**src/rtl/mem_port_arbiter.sv**
```systemverilog
// ---------------------------------------------------------------------------
// mem_port_arbiter
//
// Shares one single-port synchronous memory between the instruction-fetch
// requester (i_*) and the load/store requester (d_*). One transaction is in
// flight at a time: IDLE arbitrates, ISSUE strobes the memory, WAIT counts the
// read latency, RESP returns a one-cycle response to the winner.
//
// Parameters
//   RD_LAT     : cycles from mem_en to valid mem_rdata (1..15)
//   STARVE_MAX : data wins tolerated by a waiting fetch before fetch is
//                forced to win (1..15); only used with ARB_STARVE_GUARD_EN
//
// Build option
//   ARB_STARVE_GUARD_EN : when defined, a saturating starvation counter
//                         forces a fetch win after STARVE_MAX consecutive
//                         data wins. When undefined, data always has priority.
//
// Ports
//   clk, rst                      clock, synchronous active-high reset
//   i_req/i_addr                  fetch request and word address
//   i_gnt/i_resp/i_rdata          fetch accept pulse, response pulse, data
//   d_req/d_we/d_addr/d_wdata     load/store request
//   d_gnt/d_resp/d_rdata          data accept pulse, response pulse, load data
//   mem_en/mem_we/mem_addr/
//   mem_wdata/mem_rdata           shared memory port
// ---------------------------------------------------------------------------
module mem_port_arbiter #(
    parameter int RD_LAT     = 1,
    parameter int STARVE_MAX = 4
) (
    input  logic        clk,
    input  logic        rst,
    input  logic        i_req,
    input  logic [31:0] i_addr,
    output logic        i_gnt,
    output logic        i_resp,
    output logic [31:0] i_rdata,
    input  logic        d_req,
    input  logic        d_we,
    input  logic [31:0] d_addr,
    input  logic [31:0] d_wdata,
    output logic        d_gnt,
    output logic        d_resp,
    output logic [31:0] d_rdata,
    output logic        mem_en,
    output logic        mem_we,
    output logic [31:0] mem_addr,
    output logic [31:0] mem_wdata,
    input  logic [31:0] mem_rdata
);

    typedef enum logic [1:0] {
        ST_IDLE  = 2'd0,
        ST_ISSUE = 2'd1,
        ST_WAIT  = 2'd2,
        ST_RESP  = 2'd3
    } state_t;

    // Reject out-of-range configurations at elaboration.
    if (RD_LAT < 1 || RD_LAT > 15 || STARVE_MAX < 1 || STARVE_MAX > 15) begin : g_cfg_check
        $error("mem_port_arbiter: RD_LAT and STARVE_MAX must be in 1..15");
    end

    state_t      r_state;
    state_t      w_state_next;
    logic        r_owner_d;     // 1 = data owns the current transaction
    logic [31:0] r_addr;
    logic        r_we;
    logic [31:0] r_wdata;
    logic [3:0]  r_lat;
    logic [31:0] r_i_rdata;
    logic [31:0] r_d_rdata;
    logic        w_force_i;
    logic        w_grant_d;
    logic        w_grant_i;
    logic        w_lat_done;

`ifdef ARB_STARVE_GUARD_EN
    logic [3:0] r_starve;

    assign w_force_i = i_req && (r_starve == 4'(STARVE_MAX));

    // Counts consecutive data wins that left a fetch waiting; saturates so a
    // forced win stays armed until fetch actually gets through.
    always_ff @(posedge clk) begin
        if (rst) begin
            r_starve <= 4'd0;
        end else if (r_state == ST_IDLE) begin
            if (w_grant_d && i_req) begin
                if (r_starve != 4'(STARVE_MAX)) begin
                    r_starve <= r_starve + 4'd1;
                end
            end else if (w_grant_i) begin
                r_starve <= 4'd0;
            end
        end
    end
`else
    assign w_force_i = 1'b0;
`endif

    // Arbitration result; only acted upon while in IDLE.
    assign w_grant_d  = d_req && !w_force_i;
    assign w_grant_i  = i_req && !w_grant_d;
    assign w_lat_done = (r_lat == 4'(RD_LAT));

    always_comb begin
        w_state_next = r_state;
        case (r_state)
            ST_IDLE:  if (i_req || d_req) w_state_next = ST_ISSUE;
            ST_ISSUE: w_state_next = ST_WAIT;
            ST_WAIT:  if (w_lat_done) w_state_next = ST_RESP;
            ST_RESP:  w_state_next = ST_IDLE;
            default:  w_state_next = ST_IDLE;
        endcase
    end

    always_ff @(posedge clk) begin
        if (rst) begin
            r_state   <= ST_IDLE;
            r_owner_d <= 1'b0;
            r_addr    <= 32'd0;
            r_we      <= 1'b0;
            r_wdata   <= 32'd0;
            r_lat     <= 4'd0;
            r_i_rdata <= 32'd0;
            r_d_rdata <= 32'd0;
        end else begin
            r_state <= w_state_next;
            case (r_state)
                ST_IDLE: begin
                    if (w_grant_d) begin
                        r_owner_d <= 1'b1;
                        r_addr    <= d_addr;
                        r_we      <= d_we;
                        r_wdata   <= d_wdata;
                    end else if (w_grant_i) begin
                        r_owner_d <= 1'b0;
                        r_addr    <= i_addr;
                        r_we      <= 1'b0;
                        r_wdata   <= 32'd0;
                    end
                end
                // The ISSUE cycle is latency cycle 1, so WAIT starts at 1.
                ST_ISSUE: r_lat <= 4'd1;
                ST_WAIT: begin
                    if (w_lat_done) begin
                        r_lat <= 4'd0;
                        if (r_owner_d) begin
                            r_d_rdata <= r_we ? 32'd0 : mem_rdata;
                        end else begin
                            r_i_rdata <= mem_rdata;
                        end
                    end else begin
                        r_lat <= r_lat + 4'd1;
                    end
                end
                default: ;
            endcase
        end
    end

    assign mem_en    = (r_state == ST_ISSUE);
    assign mem_we    = r_we;
    assign mem_addr  = r_addr;
    assign mem_wdata = r_wdata;
    assign i_gnt     = (r_state == ST_ISSUE) && !r_owner_d;
    assign d_gnt     = (r_state == ST_ISSUE) &&  r_owner_d;
    assign i_resp    = (r_state == ST_RESP)  && !r_owner_d;
    assign d_resp    = (r_state == ST_RESP)  &&  r_owner_d;
    assign i_rdata   = r_i_rdata;
    assign d_rdata   = r_d_rdata;

endmodule

```
**config.mk**
```make
export PLATFORM = sky130hd
export DESIGN_NAME = mem_port_arbiter
export DESIGN_NICKNAME = d
export VERILOG_FILES = /design/src/rtl/mem_port_arbiter.sv
export SDC_FILE = /design/constraint.sdc
export NUM_CORES = 1
export LEC_CHECK = 0
export CORE_MARGIN = 3
export CORE_UTILIZATION = 35
export CTS_BUF_LIST = sky130_fd_sc_hd__clkbuf_4 sky130_fd_sc_hd__clkbuf_8
export DETAILED_ROUTE_END_ITERATION = 12
export GPL_ROUTABILITY_DRIVEN = 0
export PLACE_DENSITY_LB_ADDON = 0.15
export SLEW_MARGIN = 40
export SYNTH_ARGS = -nofsm -noshare
export SYNTH_HDL_FRONTEND = slang
export SYNTH_SLANG_ARGS = --single-unit
export TNS_END_PERCENT = 30
```
**constraint.sdc**
```tcl
create_clock -name clk -period 4.3 [get_ports clk]
set_input_delay 0.43 -clock clk [delete_from_list [all_inputs] [get_ports clk]]
set_output_delay 0.43 -clock clk [all_outputs]
set_load 0.005 [all_outputs]
```
## Word level (Yosys, flattened, before mapping)

Index checks and enable logic that the tools add are counted.

| word-level totals | value |
|---|---|
| flip-flop bits (word level) | 136 |
| logic and storage cells | 44 |

| cells by class | value |
|---|---|
| add/subtract/negate cells | 1 |
| eq/ne operators | 6 |
| mux-type cells | 13 |
| bitwise logic cells | 1 |
| reduce and logical (&&, ||, !) cells | 15 |

Operators with widths:

| kind | count |
|---|---|
| 2-to-1 mux 32 bit | 5 |
| case mux 2 bit (4 select lines) | 1 |
| case mux 4 bit (2 select lines) | 1 |
| AND reduction 3 bit | 2 |
| logical AND 1 bit | 5 |
| adder 4 x 1 -> 4 bit, second input constant | 1 |
| equality test 2 bit, second input constant | 2 |
| equality test 4 x 1 -> 1 bit, second input constant | 1 |
| 2-to-1 mux 2 bit | 2 |
| 2-to-1 mux 4 bit | 1 |
| inequality test 2 bit, second input constant | 2 |
| AND reduction 2 bit | 2 |
| nonzero test 2 bit | 2 |
| 2-to-1 mux 1 bit | 3 |
| equality test 2 x 1 -> 1 bit, second input constant | 1 |
| zero test 1 bit | 2 |
| zero test 2 bit | 1 |
| logical OR 1 bit | 1 |
| NOT 1 bit | 1 |

## Logic depth before layout (Yosys ltp)

Gate-level depths: netlist of the first run.

| depth | value |
|---|---|
| word-level depth | 4 |
| depth in mapped cells | 8 |
| depth with buffers taken out | 5 |

## Least setup slack after synthesis of the first run

Ideal clock, no wire load.

| timing | value |
|---|---|
| path kind | register to register |
| from | register r_state[0] |
| to | register r_i_rdata[1] (netlist: i_rdata[1]) |
| library setup time | 0.132 ns |
| arrival | 1.378 ns |
| required time | 4.168 ns |
| slack | 2.790 ns |
| cell stages (with the launch flop) | 9 |
| path buffers | 3 |
| clock period less this slack | 1.510 ns |
| cell sequence | dfxtp_1 > inv_1 > ha_1 > buf_4 > and4bb_1 > buf_4 > buf_4 > nand3_1 > a21oi_1 |

| on the way | value |
|---|---|
| word-level cells in the longest chain between the ends | 2 |

RTL lines:

| element | RTL line | text |
|---|---|---|
| start, declared | 65 | `state_t r_state;` |
| start signal, assigned | 130 | `r_state <= w_state_next;` |
| equality test 2 bit | 131 | `case (r_state)` |
| AND reduction 3 bit (no source line) | -- |  |
| end signal, assigned | 153 | `r_i_rdata <= mem_rdata;` |
| end, declared | 72 | `logic [31:0] r_i_rdata;` |

No other way between the ends.
A chain may end at the register's enable or synchronous reset.

## Final worst setup path of the first run

| timing | value |
|---|---|
| from | register r_owner_d |
| to | output port d_resp |

| on the way | value |
|---|---|
| word-level cells in the longest chain between the ends | 1 |

RTL lines:

| element | RTL line | text |
|---|---|---|
| start, declared | 67 | `logic r_owner_d;` |
| start signal, assigned | 122 | `r_owner_d <= 1'b0;` |
| start signal, assigned | 134 | `r_owner_d <= 1'b1;` |
| start signal, assigned | 139 | `r_owner_d <= 1'b0;` |
| logical AND 1 bit | 171 | `assign d_resp = (r_state == ST_RESP) && r_owner_d;` |
| end, declared | 44 | `output logic d_resp,` |

No other way between the ends.

==> results of run 1 <==
synth_stat cells (all sizes together):
cell / instances
dfxtp: 136
a21oi: 101
nand3: 67
o21ai: 66
buf: 38
nand2: 36
nor2: 35
a211oi: 33
mux2i: 33
nand4b: 33
clkbuf: 31
ha: 6
inv: 6
nor2b: 4
nand2b: 3
and2: 2
a22o: 1
a311oi: 1
and4bb: 1
nand4: 1
nand4bb: 1
o21a: 1
o32ai: 1
or3: 1
or3b: 1
layer usage:
| layer | wire length, um | vias to the layer above | share of wire [%] |
|---|---|---|---|
| li1 | - | 2738 | - |
| met1 | 7290 | 2623 | 41 |
| met2 | 8390 | 245 | 48 |
| met3 | 1450 | 35 | 8.3 |
| met4 | 446 | 0 | 2.5 |
| met5 | 0 | - | 0 |
where the power goes:
group          internal (uW)  switching (uW)  total (uW)  leakage, uW
Sequential              1450             130        1580      0.00111
Combinational            669             730        1400      0.00171
Clock                    600             448        1050     0.000204
Total                   2720            1310        4030      0.00302
state kept, by name (all words and copies together) (netlist names):
name       count
d_rdata       32
i_rdata       32
mem_addr      32
mem_wdata     32
mem_we         1
r_lat          4
r_owner_d      1
r_state        2
worst paths after layout:
kind	startpoint	end	slack, ns	cells after the start
max	r_owner_d	d_resp	2.11	2
min	rst	mem_wdata[31]	0.38	2
max reg2reg	r_state[0]	d_rdata[27]	2.16	5
min reg2reg	mem_wdata[19]	mem_wdata[19]	0.45	2
per-stage QoR:
stage          hold slack [ns]  utilization (%)  cell area (um2)
2_1_floorplan            0.448                -             5610
3_3_place_gp             0.438             53.5             8250
3_5_place_dp             0.443             53.7             8280
4_1_cts                  0.453             56.2             8670
5_1_grt                  0.362             56.4             8710
6_report                 0.379             56.4             8710
final cells by class:
type | instances | area share, %
sequential | 136 | 31.3
inverter | 6 | 0.287
clock inverter | 3 | 0.747
clock buffer | 25 | 3.74
multi-input combinational | 428 | 29.3
timing repair buffer | 273 | 31.6
tap | 211 | 3.03
logic make-up (layout without fill, tap and decap cells):
kind of cell	count (synthesis)	after routing	synth area share (%)
adders and majority gates	6	6	1.34
DFF	136	136	48.5
buffers and inverters	75	307	6.49
AOI/OAI and AO/OA	204	204	20.1
muxes	33	33	5.89
and+or+nand+nor	185	185	17.7
==> key figures, run 1 <==
CTS
  • Root Driver: clkbuf_8
  • Clock Latency Late Sink: 0.42 ns
  • Post-cts hold buffer count: 0
  • CTS sink cnt: 136
  • H-tree Lvls: 4
  • Worst-path clk slew: 0.07 ns
  • CTS buffer count: 17
  • Post-CTS setup buffer count: 0
  • CTS tree: done
  • Resized cells post-CTS: 0
  • Clk buf depth: 2

Placement
  • Cell total after placement: approximately 1100
  • Buffers on Ports: 266
  • Hpwl dp: 12100 um
  • DP Worst Slack: 2.23 ns

Worst setup path
  • Worst Setup End Kind: output port
  • Crit path cell chain: and2_1 > clkdlybuf4s50_1
  • Crit path buffers/inverters: 1
  • Critical Path Slowest Stage Cell: dfxtp_2
  • Setup crit start kind: register
  • Worst Path Max Fanout: 26
  • Critical path required time: 3.87 ns
  • Worst EP arrival: 1.76 ns
  • CP max stage delay: 0.63 ns
  • Critical path's top delay family: flip-flops
  • Critical path type: reg2out

Yosys
  • Area contributors post-synth: dfxtp_1 49%, a21oi_1 9.0%, nand3_1 6.0%, mux2i_1 5.9%, nand4b_1 5.1%
  • Synth Instances: 639
  • #FFs+latches synth: about 140
  • Synthesized area: 5610 um2
  • Sequential area share after synthesis: between 40% and 50%
  • Syn_nets: 778
  • Syn_area_per_cell: 8.78 um2
  • Synth top area share: 48.5%
  • YS warnings: 0
  • Cell taking the most area after synthesis: dfxtp_1
  • Distinct cells, synth: 32

Global route
  • GRT Util Overall: 19.4%
  • Gr busiest metal: met2
  • GR Util met1: between 20% and 30%
  • Grt met2 use: 30.7%
  • Met3 Use GR: 7.07%
  • Number of global-route vias before repair: 5363
  • Total grt overflow: 0
  • Initial antenna violation count: 0
  • Largest net degree at the start of global routing: 109
  • Global-route wire length before repair: 28000 um

Pwr
  • P per Cell Area: 462 nW/um2
  • Max VDD drop: about 0.46 mV
  • Static leakage: 0.00302 uW
  • Power Total: 4030 uW

Finish
  • Number of diodes: 0
  • Register Area: 2730 um2
  • Final nets: 1001
  • Layout area overhead: 55.1%
  • Commonest cells after routing, fill and taps aside: 264 x clkdlybuf4s50_1, 134 x dfxtp_1, 101 x a21oi_1
  • Layout cells sized above 1: roughly 5.3%
  • Commonest non-fill, non-tap cell in the layout: clkdlybuf4s50_1
  • Multi-input gate area: 2550 um2
  • Non-Filler Instances: 1082
  • # fillers: around 1400

Timing
  • Fmax: 457 MHz
  • Fin crit period: around 2.2 ns
  • Final setup vio count: 0
  • Skew final: 0.0112 ns
  • Setup_tns: 0 ns
  • Fin. Hold Viols: 0
  • RSZ-0062 raised after global routing: no
  • Period utilisation layout: between 50% and 60%
  • Final WS setup: 2.11 ns
  • Worst-margin pin slew: 0.773 ns
  • Rel. slew slack: 48.5%
  • Max-slew violations: 0

Routing
  • Initial DRC Count: 365
  • Pre-antenna DRT Iters: 5
  • Via count: 5641
  • WL final: between 15000 and 20000 um
  • Post-route ant nets: 0
  • DRC violations left: 0
  • DR WL/cell: roughly 16 um
  • Avg Vias per Cell: 5.21

Floorplanning
  • Core area: about 15000 um2
  • Row Count: 45
  • Initial Util: between 30% and 40%
  • Die W: 133 um
  • Num ports: approximately 270
  • Die Area: 17600 um2
  • Die Height: 133 um

Flow run
  • Max-Cap Viols: 0

Run status
  • Status: finished clean

Worst hold path
  • Worst min-delay path class: in2reg
Power figures use the tool's default switching activity.
==> run 2: changes to the inputs <==
Clock period 4.3 ns to 1.8 ns, I/O delays scaled along.
==> run 2 against run 1 <==
Sequential power is 140% higher. Sequential share of layout area is 0.75 points lower. Highest routed layer unchanged. Largest power group unchanged. Non-clock buffer count is 9 higher. Critical endpoint is now mem_en.
==> key figures, run 2 (synthesized netlist as in run 1, its figures left out) <==
Timing
  • Rel. slew slack: 70.4%
  • Fmax: 601 MHz
  • Worst-margin pin slew: roughly 0.44 ns
  • Max-slew violations: 0
  • Fin. Hold Viols: 0
  • Fin crit period: between 1.5 and 2 ns
  • RSZ-0062 raised after global routing: no
  • Final WS setup: around 0.14 ns
  • Period utilisation layout: 92.5%
  • Skew final: approximately 0.011 ns
  • Setup_tns: 0 ns
  • Final setup vio count: 0

Worst setup path
  • RR Endpoint: d_rdata[18]
  • Critical Path Slowest Stage Cell: clkdlybuf4s50_1
  • Worst Setup End Kind: output port
  • CP startpoint: r_state[1]
  • CP max stage delay: 0.49 ns
  • Worst EP arrival: 1.48 ns
  • Critical path type: reg2out
  • Crit path cell chain: inv_2 > ha_4 > clkdlybuf4s50_1
  • Critical path required time: 1.62 ns
  • Setup crit start kind: register
  • Worst R2R Setup Slack: roughly 0.17 ns
  • Worst Path Max Fanout: 4
  • R2r startpoint: r_state[0]
  • R2r worst-path depth: 6

Pwr
  • Static leakage: 0.00313 uW
  • P per Cell Area: 1140 nW/um2
  • Max VDD drop: 0.626 mV

Run status
  • Status: finished clean

Routing
  • WL final: 17800 um
  • Via count: 5588
  • Pre-antenna DRT Iters: 7
  • Initial DRC Count: about 380
  • DR WL/cell: 16.3 um
  • Post-route ant nets: 0
  • Avg Vias per Cell: 5.10
  • DRC violations left: 0

Finish
  • Commonest non-fill, non-tap cell in the layout: clkdlybuf4s50_1
  • Layout area overhead: 59.0%
  • Commonest cells after routing, fill and taps aside: 260 x clkdlybuf4s50_1, 133 x dfxtp_1, 101 x a21oi_1
  • # fillers: between 1000 and 1500
  • Number of diodes: 0
  • Layout cells sized above 1: ~7%
  • Final nets: between 1000 and 1500
  • Multi-input gate area: 2560 um2
  • Register Area: 2730 um2

Global route
  • GRT Util Overall: ~20%
  • Global-route wire length before repair: 28700 um
  • Initial antenna violation count: 0
  • Total grt overflow: 0
  • Number of global-route vias before repair: ~5600
  • Largest net degree at the start of global routing: 65

CTS
  • H-tree Lvls: 4
  • Post-CTS setup buffer count: 0
  • Clk buf depth: 2
  • CTS buffer count: 17
  • Root Driver: clkbuf_8
  • CTS tree: done
  • Worst-path clk slew: about 0.070 ns
  • CTS sink cnt: between 100 and 150
  • Clock Latency Late Sink: 0.45 ns

Floorplanning
  • Num ports: 267
  • Die W: 133 um
  • Core area: 15400 um2
  • Row Count: between 40 and 50
  • Initial Util: 36.4%
  • Die Height: about 130 um
  • Die Area: approximately 18000 um2

Placement
  • DP Worst Slack: about 0.18 ns
  • Hpwl dp: 12300 um
  • Buffers on Ports: 266

Worst hold path
  • Worst min-delay path class: in2reg
  • Hold Path Depth: 3
  • Hold endpoint: r_owner_d
  • Beginning of the worst hold path: d_req

Flow run
  • Max-Cap Viols: 0
==> run 2: cell type report <==
class / instances / share of cell area, %
Sequential cell: 136 / 30.6
Clock inverter: 10 / 1.89
Inverter: 6 / 0.252
Tap cell: 211 / 2.96
Clock buffer: 22 / 3.18
Multi-Input combinational cell: 428 / 28.6
Timing Repair Buffer: 282 / 32.5
==> run 2: critical path, delay by kind of cell (launching register included) <==
| kind | cells | cell delay (ns) |
|---|---|---|
| buffers and inverters | 2 | 0.56 |
| DFF | 1 | 0.34 |
| adders and majority gates | 1 | 0.13 |
==> run 2: worst max-delay path by stage <==
stage | to | slack, ns | cells past startpoint
final | mem_en | 0.14 | 3
after global placement | d_rdata[24] | 0.23 | 6
after CTS | mem_en | 0.08 | 3
after floorplan | i_rdata[1] | 0.29 | 8
after detailed placement | d_rdata[8] | 0.18 | 6
after global routing | d_rdata[29] | 0.01 | 6
==> run 2: layer usage <==
layer | wire length [um] | global-route usage [%] | part of all wire (%) | vias to the layer above
met5 | 0 | 0 | 0 | -
met3 | 1840 | 9.35 | 10 | 21
li1 | - | - | - | 2768
met1 | 7100 | 23.5 | 40 | 2550
met4 | 310 | 6.06 | 1.7 | 0
met2 | 8580 | 32.5 | 48 | 249
==> run 2: where the power goes <==
| group | internal, uW | switching [uW] | leakage (uW) | total (uW) |
|---|---|---|---|---|
| combinational | 1780 | 1830 | 0.00180 | 3610 |
| clock | 1640 | 1190 | 0.000220 | 2830 |
| sequential | 3470 | 270 | 0.00111 | 3730 |
| total | 6880 | 3300 | 0.00313 | 10200 |
==> run 2: repair_timing <==
| action | in CTS | in global routing |
|---|---|---|
| cloned | 0 | 1 |
| resized for setup | 9 | 0 |
| hold buffers | 0 | 0 |
| endpoints found under the setup margin | 5 | 6 |
| hold endpoints to repair | 0 | 0 |
==> run 2: through the flow <==
step | hold slack (ns) | area [um2] | total power (uW) | util (%) | instances
after floorplan | 0.328 | 5610 | 5620 | - | 639
after detailed placement | 0.444 | 8430 | 7390 | 54.7 | 1062
after CTS | 0.0621 | 8900 | 10300 | 57.7 | 1094
final | 0.0924 | 8920 | 10200 | 57.8 | 1095
after global placement | 0.439 | 8430 | 7300 | 54.7 | 1062
after global routing | 0.0882 | 8920 | 10800 | 57.8 | 1095
==> run 3: changes to the inputs <==
Settings changed: GPL_ROUTABILITY_DRIVEN 0 to 1.
Clock period 1.8 ns to 2.15 ns, I/O delays scaled along.
==> run 3 against run 2 <==
Core utilization fell by 1.1 points. Critical endpoint is now d_gnt. Critical path type unchanged. Non-clock buffer count fell by 1. Via count is 0.20% higher. Clock power fell by 29%. Largest cell class unchanged. Design area decreased by 1.8%. Clock skew barely moved.
==> key figures, run 3 (synthesized netlist as in run 1, its figures left out) <==
Run status
  • Status: finished clean

Worst setup path
  • Critical path type: reg2out
  • R2r worst-path depth: 6
  • Worst R2R Setup Slack: 0.24 ns
  • Worst Setup End Kind: output port
  • Worst setup path endpoint: d_gnt
  • R2r startpoint: r_state[0]
  • Critical path required time: 1.93 ns
  • Worst EP arrival: 1.72 ns
  • Worst Path Max Fanout: 4
  • Setup crit start kind: register
  • RR Endpoint: i_rdata[0]
  • CP startpoint: r_state[1]

Global route
  • Largest net degree at the start of global routing: 72
  • GRT Util Overall: between 10% and 20%
  • Global-route wire length before repair: 28000 um
  • Initial antenna violation count: 0
  • Total grt overflow: 0
  • Number of global-route vias before repair: 5447

Finish
  • # fillers: about 1400
  • Register Area: 2720 um2
  • Layout cells sized above 1: roughly 6.5%
  • Layout area overhead: 56.0%
  • Multi-input gate area: 2540 um2
  • Non-Filler Instances: approximately 1100
  • Commonest non-fill, non-tap cell in the layout: clkdlybuf4s50_1
  • Number of diodes: 0
  • Commonest cells after routing, fill and taps aside: 264 x clkdlybuf4s50_1, 135 x dfxtp_1, 101 x a21oi_1
  • Final nets: roughly 1000

Routing
  • DR WL/cell: 16.2 um
  • Initial DRC Count: 220
  • WL final: about 18000 um
  • Post-route ant nets: 0
  • Via count: ~5600
  • DRC violations left: 0
  • Avg Vias per Cell: roughly 5.1
  • Pre-antenna DRT Iters: 5

Pwr
  • Max VDD drop: 0.559 mV
  • Static leakage: 0.00305 uW
  • P per Cell Area: 922 nW/um2

CTS
  • Post-CTS setup buffer count: 0
  • Clk buf depth: 2
  • CTS buffer count: 17
  • H-tree Lvls: 4
  • Post-cts hold buffer count: 0
  • Resized cells post-CTS: 0
  • CTS sink cnt: 136
  • Root Driver: clkbuf_8
  • Clock Latency Late Sink: 0.45 ns
  • Worst-path clk slew: ~0.070 ns
  • CTS tree: done

Timing
  • Worst-margin pin slew: 0.776 ns
  • Fin. Hold Viols: 0
  • Fin crit period: around 1.9 ns
  • RSZ-0062 raised after global routing: no
  • Rel. slew slack: around half
  • Skew final: 0.0114 ns
  • Final setup vio count: 0
  • Period utilisation layout: 90.0%
  • Fmax: 517 MHz
  • Max-slew violations: 0
  • Setup_tns: 0 ns
  • Final WS setup: between 0.2 and 0.25 ns

Flow run
  • Max-Cap Viols: 0

Floorplanning
  • Die Area: 17600 um2
  • Initial Util: 36.4%
  • Die W: ~130 um
  • Core area: 15400 um2
  • Die Height: 133 um
  • Num ports: around 270
  • Row Count: 45

Placement
  • Final GP Congestion: about 0.78
  • DP Worst Slack: approximately 0.27 ns
  • Hpwl dp: around 12000 um
  • Buffers on Ports: 266
  • Cell total after placement: between 1000 and 1500

Worst hold path
  • Beginning of the worst hold path: d_req
  • Worst min-delay path class: in2reg
## run 3: worst max-delay path: stages (launching register included)
cell             delay, ns
dfxtp_1               0.39
inv_1                 0.08
ha_1                  0.21
and2_1                0.16
clkdlybuf4s50_1       0.44
## run 3: area by class of cell
class | count | area share (%)
Clock inverter | 11 | 1.11
Timing Repair Buffer | 281 | 32.2
Multi-Input combinational cell | 428 | 29.0
Tap cell | 211 | 3.01
Sequential cell | 136 | 31.1
Clock buffer | 21 | 3.30
Inverter | 6 | 0.257
## run 3: through the flow
stage / area [um2] / util [%] / power, uW / hold WS [ns]
2_1_floorplan: 5610 / - / 4710 / 0.363
6_report: 8760 / 56.8 / 8080 / 0.151
3_5_place_dp: 8370 / 54.3 / 6140 / 0.445
5_1_grt: 8760 / 56.8 / 8570 / 0.152
3_3_place_gp: 8370 / 54.3 / 6050 / 0.438
4_1_cts: 8760 / 56.8 / 8180 / 0.115
## run 3: layer usage
| metal | vias up | routed length (um) | global-route usage [%] |
|---|---|---|---|
| met4 | 0 | 387 | 7.62 |
| met1 | 2596 | 7280 | 23.0 |
| met2 | 220 | 8550 | 32.3 |
| met5 | - | 0 | 0 |
| li1 | 2752 | - | - |
| met3 | 31 | 1550 | 7.91 |
## run 3: worst min-delay path by stage
stage | end | slack [ns] | cells after the start
floorplan | i_rdata[31] | 0.36 | 2
global route | r_owner_d | 0.15 | 3
finish | r_owner_d | 0.15 | 3
global placement | mem_wdata[11] | 0.44 | 2
CTS | r_owner_d | 0.11 | 3
detailed placement | mem_wdata[27] | 0.45 | 2
## run 3: report_power, final
part,switching (uW),internal (uW)
clock,980,1030
sequential,214,2900
combinational,1520,1440
total,2710,5360
